**config.mk**
```make
export PLATFORM = sky130hd
export DESIGN_NAME = order_function_register_flat
export DESIGN_NICKNAME = d
export VERILOG_FILES = /design/src/rtl/edsac_pkg.sv /design/src/rtl/order_function_register_if.sv /design/src/rtl/order_function_register_digit_timer.sv /design/src/rtl/order_function_register.sv /design/src/flat_wrapper.sv
export SDC_FILE = /design/constraint.sdc
export NUM_CORES = 1
export LEC_CHECK = 0
export ABC_CLOCK_PERIOD_IN_PS = 1740
export BUFFER_PORTS_ARGS = -buffer_cell sky130_fd_sc_hd__buf_2
export CORE_UTILIZATION = 49
export DETAILED_ROUTE_END_ITERATION = 10
export PLACE_DENSITY = 0.77
export SYNTH_ARGS = -nofsm -noshare
export SYNTH_HDL_FRONTEND = slang
export SYNTH_SLANG_ARGS = --single-unit
```
**constraint.sdc**
```tcl
create_clock -name clk -period 1.74 [get_ports clk]
set_input_delay 0.348 -clock clk [delete_from_list [all_inputs] [get_ports clk]]
set_output_delay 0.348 -clock clk [all_outputs]
set_load 0.01 [all_outputs]
```
**src/rtl/edsac_pkg.sv**
```systemverilog
`default_nettype none
// ============================================================================
// Module      : edsac_pkg
// Description : Shared EDSAC control-section constants. It defines the
//               minor-cycle length, the digit positions of each order field
//               and the order-register FSM state encoding.
// Revision    : 1.0 - initial release
// ============================================================================
package edsac_pkg;

    // Digit times per minor cycle: the dy_0 gap digit plus 17 order digits.
    localparam int DIGITS_PER_MINOR = 18;
    localparam int DY_W             = 5;

    // Digit positions of the order fields. Digit 1 arrives first.
    localparam int L_DIGIT = 1;
    localparam int ADDR_LO = 2;
    localparam int ADDR_HI = 11;
    localparam int SPARE   = 12;
    localparam int FN_LO   = 13;
    localparam int FN_HI   = 17;

    typedef enum logic [1:0] {
        ST_IDLE  = 2'd0,
        ST_ARM   = 2'd1,
        ST_SHIFT = 2'd2
    } ofr_state_t;

endpackage : edsac_pkg
`default_nettype wire

```
**src/rtl/order_function_register_if.sv**
```systemverilog
`default_nettype none
// ============================================================================
// Module      : order_function_register_if
// Description : Bundle between the order tank/control sequencer (master) and
//               the order function register (slave).
//   master -> slave : digit_en, order_in, fetch, abort
//   slave -> master : o_dy_0, dy_count, f13..f17 pos/neg, addr, long_order,
//                     order_valid, busy
// Revision    : 1.0 - initial release
// ============================================================================
interface order_function_register_if #(
    parameter int ADDR_W = 10
);
    logic              digit_en;
    logic              order_in;
    logic              fetch;
    logic              abort;
    logic              o_dy_0;
    logic [4:0]        dy_count;
    logic              f13_pos, f14_pos, f15_pos, f16_pos, f17_pos;
    logic              f13_neg, f14_neg, f15_neg, f16_neg, f17_neg;
    logic [ADDR_W-1:0] addr;
    logic              long_order;
    logic              order_valid;
    logic              busy;

    modport master (
        output digit_en, order_in, fetch, abort,
        input  o_dy_0, dy_count,
               f13_pos, f14_pos, f15_pos, f16_pos, f17_pos,
               f13_neg, f14_neg, f15_neg, f16_neg, f17_neg,
               addr, long_order, order_valid, busy
    );

    modport slave (
        input  digit_en, order_in, fetch, abort,
        output o_dy_0, dy_count,
               f13_pos, f14_pos, f15_pos, f16_pos, f17_pos,
               f13_neg, f14_neg, f15_neg, f16_neg, f17_neg,
               addr, long_order, order_valid, busy
    );
endinterface : order_function_register_if
`default_nettype wire

```
**src/rtl/order_function_register_digit_timer.sv**
```systemverilog
`default_nettype none
// ============================================================================
// Module      : digit_timer
// Description : Free-running mod-DIGITS minor-cycle digit counter.
//   clk, rst_n  : clock, asynchronous active-low reset
//   i_digit_en  : advance one digit time
//   o_dy_count  : current digit number (registered)
//   o_dy_0      : high while the count is 0 (registered)
// Revision    : 1.0 - initial release
// ============================================================================
module digit_timer #(
    parameter int DIGITS = 18,
    parameter int CNT_W  = 5
) (
    input  wire logic             clk,
    input  wire logic             rst_n,
    input  wire logic             i_digit_en,
    output logic      [CNT_W-1:0] o_dy_count,
    output logic                  o_dy_0
);
    localparam logic [CNT_W-1:0] C_LAST = CNT_W'(DIGITS - 1);

    logic [CNT_W-1:0] r_count;
    logic             r_dy_0;

    // dy_0 is decoded from the next count so it is registered alongside it.
    always_ff @(posedge clk or negedge rst_n) begin
        if (!rst_n) begin
            r_count <= '0;
            r_dy_0  <= 1'b1;
        end else if (i_digit_en) begin
            if (r_count == C_LAST) begin
                r_count <= '0;
                r_dy_0  <= 1'b1;
            end else begin
                r_count <= r_count + 1'b1;
                r_dy_0  <= 1'b0;
            end
        end
    end

    assign o_dy_count = r_count;
    assign o_dy_0     = r_dy_0;
endmodule : digit_timer
`default_nettype wire

```
**src/rtl/order_function_register.sv**
```systemverilog
`default_nettype none
// ============================================================================
// Module      : order_function_register
// Description : Serial-to-parallel order register for the EDSAC control
//               section. Captures a 17-digit order (LSB first) on request and
//               presents function digits as pos/neg pairs, plus address and
//               long/short flag, from a holding register.
//   clk, rst_n : clock, asynchronous active-low reset
//   bus        : slave side of order_function_register_if
// Revision    : 1.0 - initial release
// ============================================================================
module order_function_register
    import edsac_pkg::*;
#(
    parameter int DIGITS = DIGITS_PER_MINOR,
    parameter int ADDR_W = 10
) (
    input  wire logic                 clk,
    input  wire logic                 rst_n,
    order_function_register_if.slave  bus
);
    localparam logic [DY_W-1:0] C_DY_LAST = DY_W'(FN_HI);

    logic [DY_W-1:0]   w_dy_count;
    logic              w_dy_0;
    logic [16:0]       w_word;
    logic              w_unused_bits;

    ofr_state_t        r_state;
    logic [16:0]       r_shift;
    logic              r_long;
    logic [ADDR_W-1:0] r_addr;
    logic [4:0]        r_fn;
    logic              r_valid;

    digit_timer #(
        .DIGITS (DIGITS),
        .CNT_W  (DY_W)
    ) u_digit_timer (
        .clk        (clk),
        .rst_n      (rst_n),
        .i_digit_en (bus.digit_en),
        .o_dy_count (w_dy_count),
        .o_dy_0     (w_dy_0)
    );

    // Shift right so that digit 1 ends in bit 0 once all 17 digits are in.
    // The capture reads this next value so the dy_17 digit is included.
    assign w_word = {bus.order_in, r_shift[16:1]};

    // Spare digit and the bit shifted out are intentionally discarded.
    assign w_unused_bits = ^{w_word[SPARE-1], r_shift[0]};

    always_ff @(posedge clk or negedge rst_n) begin
        if (!rst_n) begin
            r_state <= ST_IDLE;
            r_shift <= '0;
            r_long  <= 1'b0;
            r_addr  <= '0;
            r_fn    <= '0;
            r_valid <= 1'b0;
        end else if (bus.abort) begin
            // Abort outranks fetch and digit_en; holding register untouched.
            if (r_state != ST_IDLE) begin
                r_state <= ST_IDLE;
                r_shift <= '0;
            end
        end else begin
            case (r_state)
                ST_IDLE: begin
                    if (bus.fetch) begin
                        r_state <= ST_ARM;
                        r_valid <= 1'b0;
                    end
                end
                ST_ARM: begin
                    // Wait for a whole minor cycle to start at dy_0.
                    if (bus.digit_en && (w_dy_count == '0)) begin
                        r_state <= ST_SHIFT;
                    end
                end
                ST_SHIFT: begin
                    if (bus.digit_en && (w_dy_count != '0)) begin
                        r_shift <= w_word;
                        if (w_dy_count == C_DY_LAST) begin
                            r_long  <= w_word[L_DIGIT-1];
                            r_addr  <= w_word[ADDR_LO-1 +: ADDR_W];
                            r_fn    <= w_word[FN_HI-1:FN_LO-1];
                            r_valid <= 1'b1;
                            r_state <= ST_IDLE;
                        end
                    end
                end
                default: r_state <= ST_IDLE;
            endcase
        end
    end

    assign bus.dy_count    = w_dy_count;
    assign bus.o_dy_0      = w_dy_0;
    assign bus.f13_pos     = r_fn[0];
    assign bus.f14_pos     = r_fn[1];
    assign bus.f15_pos     = r_fn[2];
    assign bus.f16_pos     = r_fn[3];
    assign bus.f17_pos     = r_fn[4];
    assign bus.f13_neg     = ~r_fn[0];
    assign bus.f14_neg     = ~r_fn[1];
    assign bus.f15_neg     = ~r_fn[2];
    assign bus.f16_neg     = ~r_fn[3];
    assign bus.f17_neg     = ~r_fn[4];
    assign bus.addr        = r_addr;
    assign bus.long_order  = r_long;
    assign bus.order_valid = r_valid;
    assign bus.busy        = (r_state != ST_IDLE);
endmodule : order_function_register
`default_nettype wire

```
**src/flat_wrapper.sv**
```systemverilog
// flat-port wrapper written by rule: the top's interface ports become plain ports
module order_function_register_flat import edsac_pkg::*;
#(
    parameter int DIGITS = DIGITS_PER_MINOR,
    parameter int ADDR_W = 10
)
  (clk, rst_n, bus_digit_en, bus_order_in, bus_fetch, bus_abort, bus_o_dy_0, bus_dy_count, bus_f13_pos, bus_f14_pos, bus_f15_pos, bus_f16_pos, bus_f17_pos, bus_f13_neg, bus_f14_neg, bus_f15_neg, bus_f16_neg, bus_f17_neg, bus_addr, bus_long_order, bus_order_valid, bus_busy);
  order_function_register_if #(.ADDR_W(ADDR_W)) bus_i ();
  input  wire logic clk;
  input  wire logic rst_n;
  input wire logic [$bits(bus_i.digit_en)-1:0] bus_digit_en;
  input wire logic [$bits(bus_i.order_in)-1:0] bus_order_in;
  input wire logic [$bits(bus_i.fetch)-1:0] bus_fetch;
  input wire logic [$bits(bus_i.abort)-1:0] bus_abort;
  output wire logic [$bits(bus_i.o_dy_0)-1:0] bus_o_dy_0;
  output wire logic [$bits(bus_i.dy_count)-1:0] bus_dy_count;
  output wire logic [$bits(bus_i.f13_pos)-1:0] bus_f13_pos;
  output wire logic [$bits(bus_i.f14_pos)-1:0] bus_f14_pos;
  output wire logic [$bits(bus_i.f15_pos)-1:0] bus_f15_pos;
  output wire logic [$bits(bus_i.f16_pos)-1:0] bus_f16_pos;
  output wire logic [$bits(bus_i.f17_pos)-1:0] bus_f17_pos;
  output wire logic [$bits(bus_i.f13_neg)-1:0] bus_f13_neg;
  output wire logic [$bits(bus_i.f14_neg)-1:0] bus_f14_neg;
  output wire logic [$bits(bus_i.f15_neg)-1:0] bus_f15_neg;
  output wire logic [$bits(bus_i.f16_neg)-1:0] bus_f16_neg;
  output wire logic [$bits(bus_i.f17_neg)-1:0] bus_f17_neg;
  output wire logic [$bits(bus_i.addr)-1:0] bus_addr;
  output wire logic [$bits(bus_i.long_order)-1:0] bus_long_order;
  output wire logic [$bits(bus_i.order_valid)-1:0] bus_order_valid;
  output wire logic [$bits(bus_i.busy)-1:0] bus_busy;
  assign bus_i.digit_en = bus_digit_en;
  assign bus_i.order_in = bus_order_in;
  assign bus_i.fetch = bus_fetch;
  assign bus_i.abort = bus_abort;
  assign bus_o_dy_0 = bus_i.o_dy_0;
  assign bus_dy_count = bus_i.dy_count;
  assign bus_f13_pos = bus_i.f13_pos;
  assign bus_f14_pos = bus_i.f14_pos;
  assign bus_f15_pos = bus_i.f15_pos;
  assign bus_f16_pos = bus_i.f16_pos;
  assign bus_f17_pos = bus_i.f17_pos;
  assign bus_f13_neg = bus_i.f13_neg;
  assign bus_f14_neg = bus_i.f14_neg;
  assign bus_f15_neg = bus_i.f15_neg;
  assign bus_f16_neg = bus_i.f16_neg;
  assign bus_f17_neg = bus_i.f17_neg;
  assign bus_addr = bus_i.addr;
  assign bus_long_order = bus_i.long_order;
  assign bus_order_valid = bus_i.order_valid;
  assign bus_busy = bus_i.busy;
  order_function_register #(.DIGITS(DIGITS), .ADDR_W(ADDR_W)) u_core (.clk(clk), .rst_n(rst_n), .bus(bus_i));
endmodule
```
==> results of run 1 <==
==> metal layers <==
metal | share of wire (%) | track usage [%] | vias up
li1 | - | - | 658
met4 | 1.0 | 7.609 | 0
met2 | 51 | 34.77 | 29
met3 | 3.0 | 5.208 | 2
met5 | 0 | 0 | -
met1 | 44 | 26.90 | 708
==> power breakdown <==
| group | internal (mW) | total, mW | switching (mW) |
|---|---|---|---|
| Sequential | 1.02 | 1.10 | 0.0802 |
| Clock | 0.314 | 0.645 | 0.331 |
| Combinational | 0.251 | 0.507 | 0.256 |
==> worst max path at each step <==
| stage | from | to | slack [ps] | cells past startpoint |
|---|---|---|---|---|
| after floorplan | u_core.u_digit_timer.o_dy_count[0] | u_core.bus.addr[5] | 7 | 6 |
| after global placement | u_core.u_digit_timer.o_dy_count[0] | u_core.r_shift[1] | -290 | 5 |
| after detailed placement | u_core.u_digit_timer.o_dy_count[0] | u_core.r_shift[1] | -420 | 5 |
| after CTS | u_core.u_digit_timer.o_dy_count[0] | u_core.r_shift[15] | 4 | 5 |
| after global routing | u_core.u_digit_timer.o_dy_count[0] | u_core.r_shift[14] | -30 | 6 |
| final | u_core.u_digit_timer.o_dy_count[0] | u_core.r_shift[14] | 30 | 6 |
==> flip-flops by register name, summed over array words and instances, names as in the netlist <==
register and count:
u_core.r_shift 16, u_core.u_digit_timer.o_dy_0 1, u_core.bus.long_order 1, u_core.r_state 2, u_core.bus.order_valid 1, u_core.u_digit_timer.o_dy_count 5, u_core.r_fn 5, u_core.bus.addr 10
==> cells in the final DEF, fill, tap and decap left out, types with 3 or more instances in the layout <==
master     n
dfrtp_1   40
buf_2     34
mux2_2    15
nor2b_1   11
and2_1    11
a221o_2   11
buf_4     11
inv_1      9
clkbuf_8   6
a32o_1     5
nand2_1    4
nor2_1     4
a21oi_1    3
buf_6      3
==> area by class of cell <==
class	instances	area [sq um]	area share, %
Multi-Input combinational cell	96	879.6	36.33
Timing Repair Buffer	50	326.6	13.49
Inverter	10	37.54	1.550
Tap cell	48	60.06	2.481
Sequential cell	41	1027	42.43
Clock buffer	6	82.58	3.411
Clock inverter	1	7.507	0.3101
==> stage by stage <==
step	area [sq um]	util (%)	instances	setup slack, ps
after floorplan	1951	-	157	6.622
after CTS	2357	62.97	251	3.721
after global placement	2211	59.06	241	-291.3
after detailed placement	2211	59.06	241	-421.7
final	2421	64.67	252	26.69
after global routing	2421	64.67	252	-34.98
==> worst max-delay path, cell delays in order, from the launching register on <==
cell and delay [ps]:
dfrtp_1 390, inv_1 80, ha_1 160, or4b_4 500
a31oi_4 230, buf_12 150, a221o_2 150
==> cells by family after synthesis <==
logic type / count (synthesis) / share of synthesized area (%)
AOI/OAI and AO/OA: 27 / 13.34
xor gates and xnor gates: 1 / 0.4491
adders and majority gates: 3 / 1.925
buffers and inverters: 20 / 5.003
DFF: 41 / 52.66
muxes: 18 / 10.71
and+or+nand+nor: 47 / 15.91
==> repair_timing <==
action                                  in CTS  in global routing
setup buffers                                3                  1
hold buffers                                 0                  0
gates resized for setup                      6                  8
endpoints found under the setup margin      33                 24
pin swaps                                    2                  2
==> results.ini, run 1 <==
[status]
status=finished, final reports clean

[setup_path]
cp.required_ps=1970
worstSetupPathType=register to register
cp-start-kind=register
r2r-start=u_core.u_digit_timer.o_dy_count[0]
path_max_fanout=11
r2r_slack_ps=30
reg2reg_depth=6
cp.arrival_ps=1940
worstSetupEndpointType=register
r2r-end=u_core.r_shift[14]

[clocking]
cts_tree=built
cts-root-buf=clkbuf_8
clock-sinks=41
clk_pin_slew_ps=80
clockBufferDepth=2
clk_latency_ps=290
cts_made_buffers=5
htreeDepth=2

[floorplanning]
ios=35
rows=22
core_sq_um=3744
die_x_microns=65.10
initial_core_util_pct=52.11
dieArea_sq_um=4237
die_h_microns=65.10

[global_route]
grt_pass1_wl_microns=6589
grt_use_total_pct=21.06
overflow=0
antenna_found_initial=0
grt_pass1_vias=1357
grt_max_degree=24

[sta]
hold_viol=0
layout_min_cycle_time_ps=1713
setup-tns-final_ps=0
clock-skew-final_ps=8.058
max-slew-margin-rel_pct=56.56
tightest_slew_ps=644.8
fin_crit_sh_pct=98.47
rsz0062_at_grt=true
slew_violations=0
setup_viol_count_final=0
hold_ws_ps=24.60
max_freq_mhz=583.7

[placement]
gp_congestion=0.8059
io_buffer_count=34
hpwl_microns=2690

[synth]
synthCells=157
synth_top_cell_area_share_pct=51.31
syn_area_per_cell_sq_um=12.42
synthFlopType=dfrtp_1
synth_edf_count=0
syn-num-nets=166
ys_types=39
yosysSeqAreaShare_pct=52.66
synth_common_cells=40 x dfrtp_1, 15 x mux2_2, 11 x a221o_2, 11 x and2_1, 11 x nor2b_1
synth_area_sq_um=1951
synth-seq-cells=41
async_flop_share_pct=100.0
synth_largest_area_cell=dfrtp_1
yosys_warnings=0
synthTopCellsByArea=dfrtp_1 51%, mux2_2 8.7%, a221o_2 6.4%
synth.most_common_cell=dfrtp_1

[route]
dr.pass1.iters=4
drt_iter0_markers=59
antenna_left=0
wl_microns=3956
vias_per_cell=5.544
vias=1397
routedWlPerCell_microns=15.70
drc=0

[final_layout]
nFillCells=299
nNetsFinal=213
drive_gt1_share_pct=49.51
antenna_cells=0
area_growth_pct=24.12

[min_path]
hold_class=primary input to asynchronous set/reset pin

[power_and_ir_drop]
p_per_area_nw_per_um2=928.9
p_leak_nw=1.207
peakVddDrop_v=0.0005781
finalPower_mw=2.249

[job]
cap_viol_max_count=0

No activity file was read; power rests on OpenSTA's default activity.
==> run 2: changes to the inputs <==
--- a/config.mk
+++ b/config.mk
@@ -5,11 +5,12 @@
 export SDC_FILE = /design/constraint.sdc
 export NUM_CORES = 1
 export LEC_CHECK = 0
+export ABC_AREA = 1
 export ABC_CLOCK_PERIOD_IN_PS = 1740
 export BUFFER_PORTS_ARGS = -buffer_cell sky130_fd_sc_hd__buf_2
 export CORE_UTILIZATION = 49
 export DETAILED_ROUTE_END_ITERATION = 10
-export PLACE_DENSITY = 0.77
+export PLACE_DENSITY = 0.78
 export SYNTH_ARGS = -nofsm -noshare
 export SYNTH_HDL_FRONTEND = slang
 export SYNTH_SLANG_ARGS = --single-unit
==> run 2 against run 1 <==
Register-to-register slack better by 140 ps. Worst setup slack gained 140 ps. Count of clock-buffer cells in the layout stayed put. Routed wire length down 15%. Clock skew shrank 2.1 ps. Cell area down 6.7%. Synthesized area shrank 4.7%. Non-clock buffer count shrank 8. Combinational power grew 61%. Largest cell class unchanged. Largest power group unchanged.
==> results.ini, run 2 <==
[synth]
yosysSeqAreaShare_pct=55.25  ; +2.6 points
synthTopCellsByArea=dfrtp_1 54%, nand2_1 14%, nand3_1 4.6%
yosys_warnings=0  ; unchanged
synth_largest_area_cell=dfrtp_1
syn-num-nets=221  ; +33%
synth_top_cell_area_share_pct=53.84  ; +2.5 points
synthFlopType=dfrtp_1
synth_edf_count=0  ; unchanged
async_flop_share_pct=100.0  ; unchanged
synth_common_cells=67 x nand2_1, 40 x dfrtp_1, 17 x inv_1, 17 x nand3_1, 17 x o21ai_1
ys_types=24  ; -38%
synth-seq-cells=41  ; unchanged
syn_area_per_cell_sq_um=8.770  ; -29%
synthCells=212  ; +35%
synth_area_sq_um=1859  ; -4.7%
synth.most_common_cell=nand2_1

[power_and_ir_drop]
peakVddDrop_v=0.0008652  ; +50%
p_leak_nw=1.181  ; -2.2%
p_per_area_nw_per_um2=1257  ; +35%

[global_route]
gr-usage-met2_pct=28.72  ; -6.0 points
use_met3_pct=6.341  ; +1.1 points
grt_max_degree=37  ; +54%
busiest_layer=met2
grt_use_total_pct=18.83  ; -2.2 points
use_met1_pct=25.15  ; -1.7 points
grt_pass1_wl_microns=5858  ; -11%
overflow=0  ; unchanged
antenna_found_initial=0  ; unchanged
grt_pass1_vias=1355  ; -0.15%

[sta]
hold_viol=0  ; unchanged
setup_viol_count_final=0  ; unchanged
max_freq_mhz=635.9  ; +9.0%
max-slew-margin-rel_pct=78.84  ; +22 points
clock-skew-final_ps=5.918  ; -2.140 ps
layout_min_cycle_time_ps=1572  ; -140.8 ps
setup-tns-final_ps=0  ; unchanged
tightest_slew_ps=316.4  ; -328.4 ps
slew_violations=0  ; unchanged
fin_crit_sh_pct=90.37  ; -8.1 points
hold_ws_ps=311.3  ; +286.7 ps
rsz0062_at_grt=false

[clocking]
htreeDepth=2  ; unchanged
cts_made_buffers=5  ; unchanged
cts-root-buf=clkbuf_8
cts_tree=built
clockBufferDepth=2  ; unchanged
clk_pin_slew_ps=70  ; about the same
post-cts-setup-buffer-count=0  ; -3
clock-sinks=41  ; unchanged
clk_latency_ps=290  ; about the same

[final_layout]
area_growth_pct=21.47
finish.utilization_pct=61.69  ; -3.0 points
largest_register_ffs=16  ; unchanged
nNetsFinal=260  ; +22%
final_common_cell=nand2_1
final_cell_mix=67 x nand2_1, 40 x dfrtp_1, 34 x buf_2
nFillCells=330  ; +10%
drive_gt1_share_pct=26.59  ; -23 points
top_register=u_core.r_shift
antenna_cells=0  ; unchanged

[setup_path]
max_stage_delay_ps=410  ; -90 ps
cp.depth=11  ; +5
cp_top_family=simple AND/OR/NAND/NOR gates
path_cells=inv_1 > ha_1 > inv_1 > nor2_2 > nand2_2 > nand2_4 > nor2_4 > nand2_2 > buf_12 > nor2_1 > a21oi_2
crit_slowest_cell=dfrtp_1
cp-start-kind=register
r2r-start=u_core.u_digit_timer.o_dy_count[0]
r2r-end=u_core.r_fn[4]
cp.arrival_ps=1760  ; -180 ps
reg2reg_depth=11  ; +5
path_max_fanout=13  ; +2
cp.buffers_inverters=3  ; +1
worstSetupEndpointType=register
worstSetupPathType=register to register
r2r_slack_ps=170  ; +140 ps
cp.required_ps=1920  ; -50 ps

[route]
drc=0  ; unchanged
vias_per_cell=4.847  ; -13%
routedWlPerCell_microns=11.14  ; -29%
drt_iter0_markers=66  ; +12%
antenna_left=0  ; unchanged
wl_microns=3343  ; -15%
dr.pass1.iters=4  ; unchanged
vias=1454  ; +4.1%

[min_path]
whs_endpoint=u_core.r_fn[4]
min_path_cells=3
hold_class=primary input to register
hp-start=bus_order_in

[placement]
gp_congestion=0.8352  ; +3.6%
io_buffer_count=34  ; unchanged
hpwl_microns=2332  ; -13%

[job]
cap_viol_max_count=0  ; unchanged

[floorplanning]
die_h_microns=63.60  ; -2.3%
initial_core_util_pct=50.79  ; -1.3 points
dieArea_sq_um=4045  ; -4.5%
die_x_microns=63.60  ; -2.3%
ios=35  ; unchanged
core_sq_um=3661  ; -2.2%
rows=22  ; unchanged

[status]
status=finished, final reports clean

-- run 2: worst reg2reg max path: cells and delay by family (launching register included) --
family / cells / cell delay, ps
simple gates: 6 / 530
flops: 1 / 410
buf+inv: 3 / 320
fa+ha+maj: 1 / 190
compound gates: 1 / 40
-- run 2: cells by family (layout without fill, tap and decap cells) --
group	after synthesis	count (layout)	share of synthesized area, %
flops	41	41	55.25
compound gates	29	29	8.815
simple gates	109	109	26.45
buf+inv	28	68	6.527
fa+ha+maj	3	3	2.019
xor+xnor	2	2	0.9423
-- run 2: power breakdown --
part	internal (mW)	switching (mW)	leakage, nW
Sequential	1.08	0.147	0.531
Combinational	0.307	0.507	0.592
Clock	0.466	0.329	0.0574
-- run 2: routing by layer --
metal  up-vias  routed length (microns)
met4         0                       40
met1       664                     1613
met2        39                     1510
li1        747                        -
met3         4                      178
met5         -                        0
-- run 2: worst max-delay path by stage --
stage	from	end	slack, ps
after floorplan	u_core.u_digit_timer.o_dy_count[0]	u_core.r_fn[1]	240
after global placement	u_core.u_digit_timer.o_dy_count[0]	u_core.r_fn[0]	240
after detailed placement	u_core.u_digit_timer.o_dy_count[0]	u_core.r_shift[6]	170
after CTS	u_core.u_digit_timer.o_dy_count[0]	u_core.r_shift[3]	150
after global routing	u_core.u_digit_timer.o_dy_count[0]	u_core.r_fn[4]	5
final	u_core.u_digit_timer.o_dy_count[0]	u_core.r_fn[4]	170
-- run 2: stage by stage --
stage | setup WS [ps] | cell area, sq um | cells | power, mW
finish | 167.5 | 2258 | 300 | 2.839
global route | 4.688 | 2258 | 300 | 3.033
CTS | 149.4 | 2256 | 300 | 2.860
detailed placement | 166.3 | 2126 | 291 | 2.057
global placement | 243.0 | 2126 | 291 | 2.033
floorplan | 235.9 | 1859 | 212 | 1.775
-- run 2: layout make-up --
type	instances	area, sq um	share of cell area, %
clock buffer	6	82.58	3.657
tap	48	60.06	2.659
multi-input combinational	143	713.2	31.58
timing repair buffer	42	270.3	11.97
clock inverter	2	37.54	1.662
sequential	41	1027	45.48
inverter	18	67.56	2.992
-- run 2: what timing repair did --
action,in CTS,in global routing
hold endpoints to repair,4,0
endpoints found under the setup margin,0,4
resized for setup,0,1
hold buffers,1,0
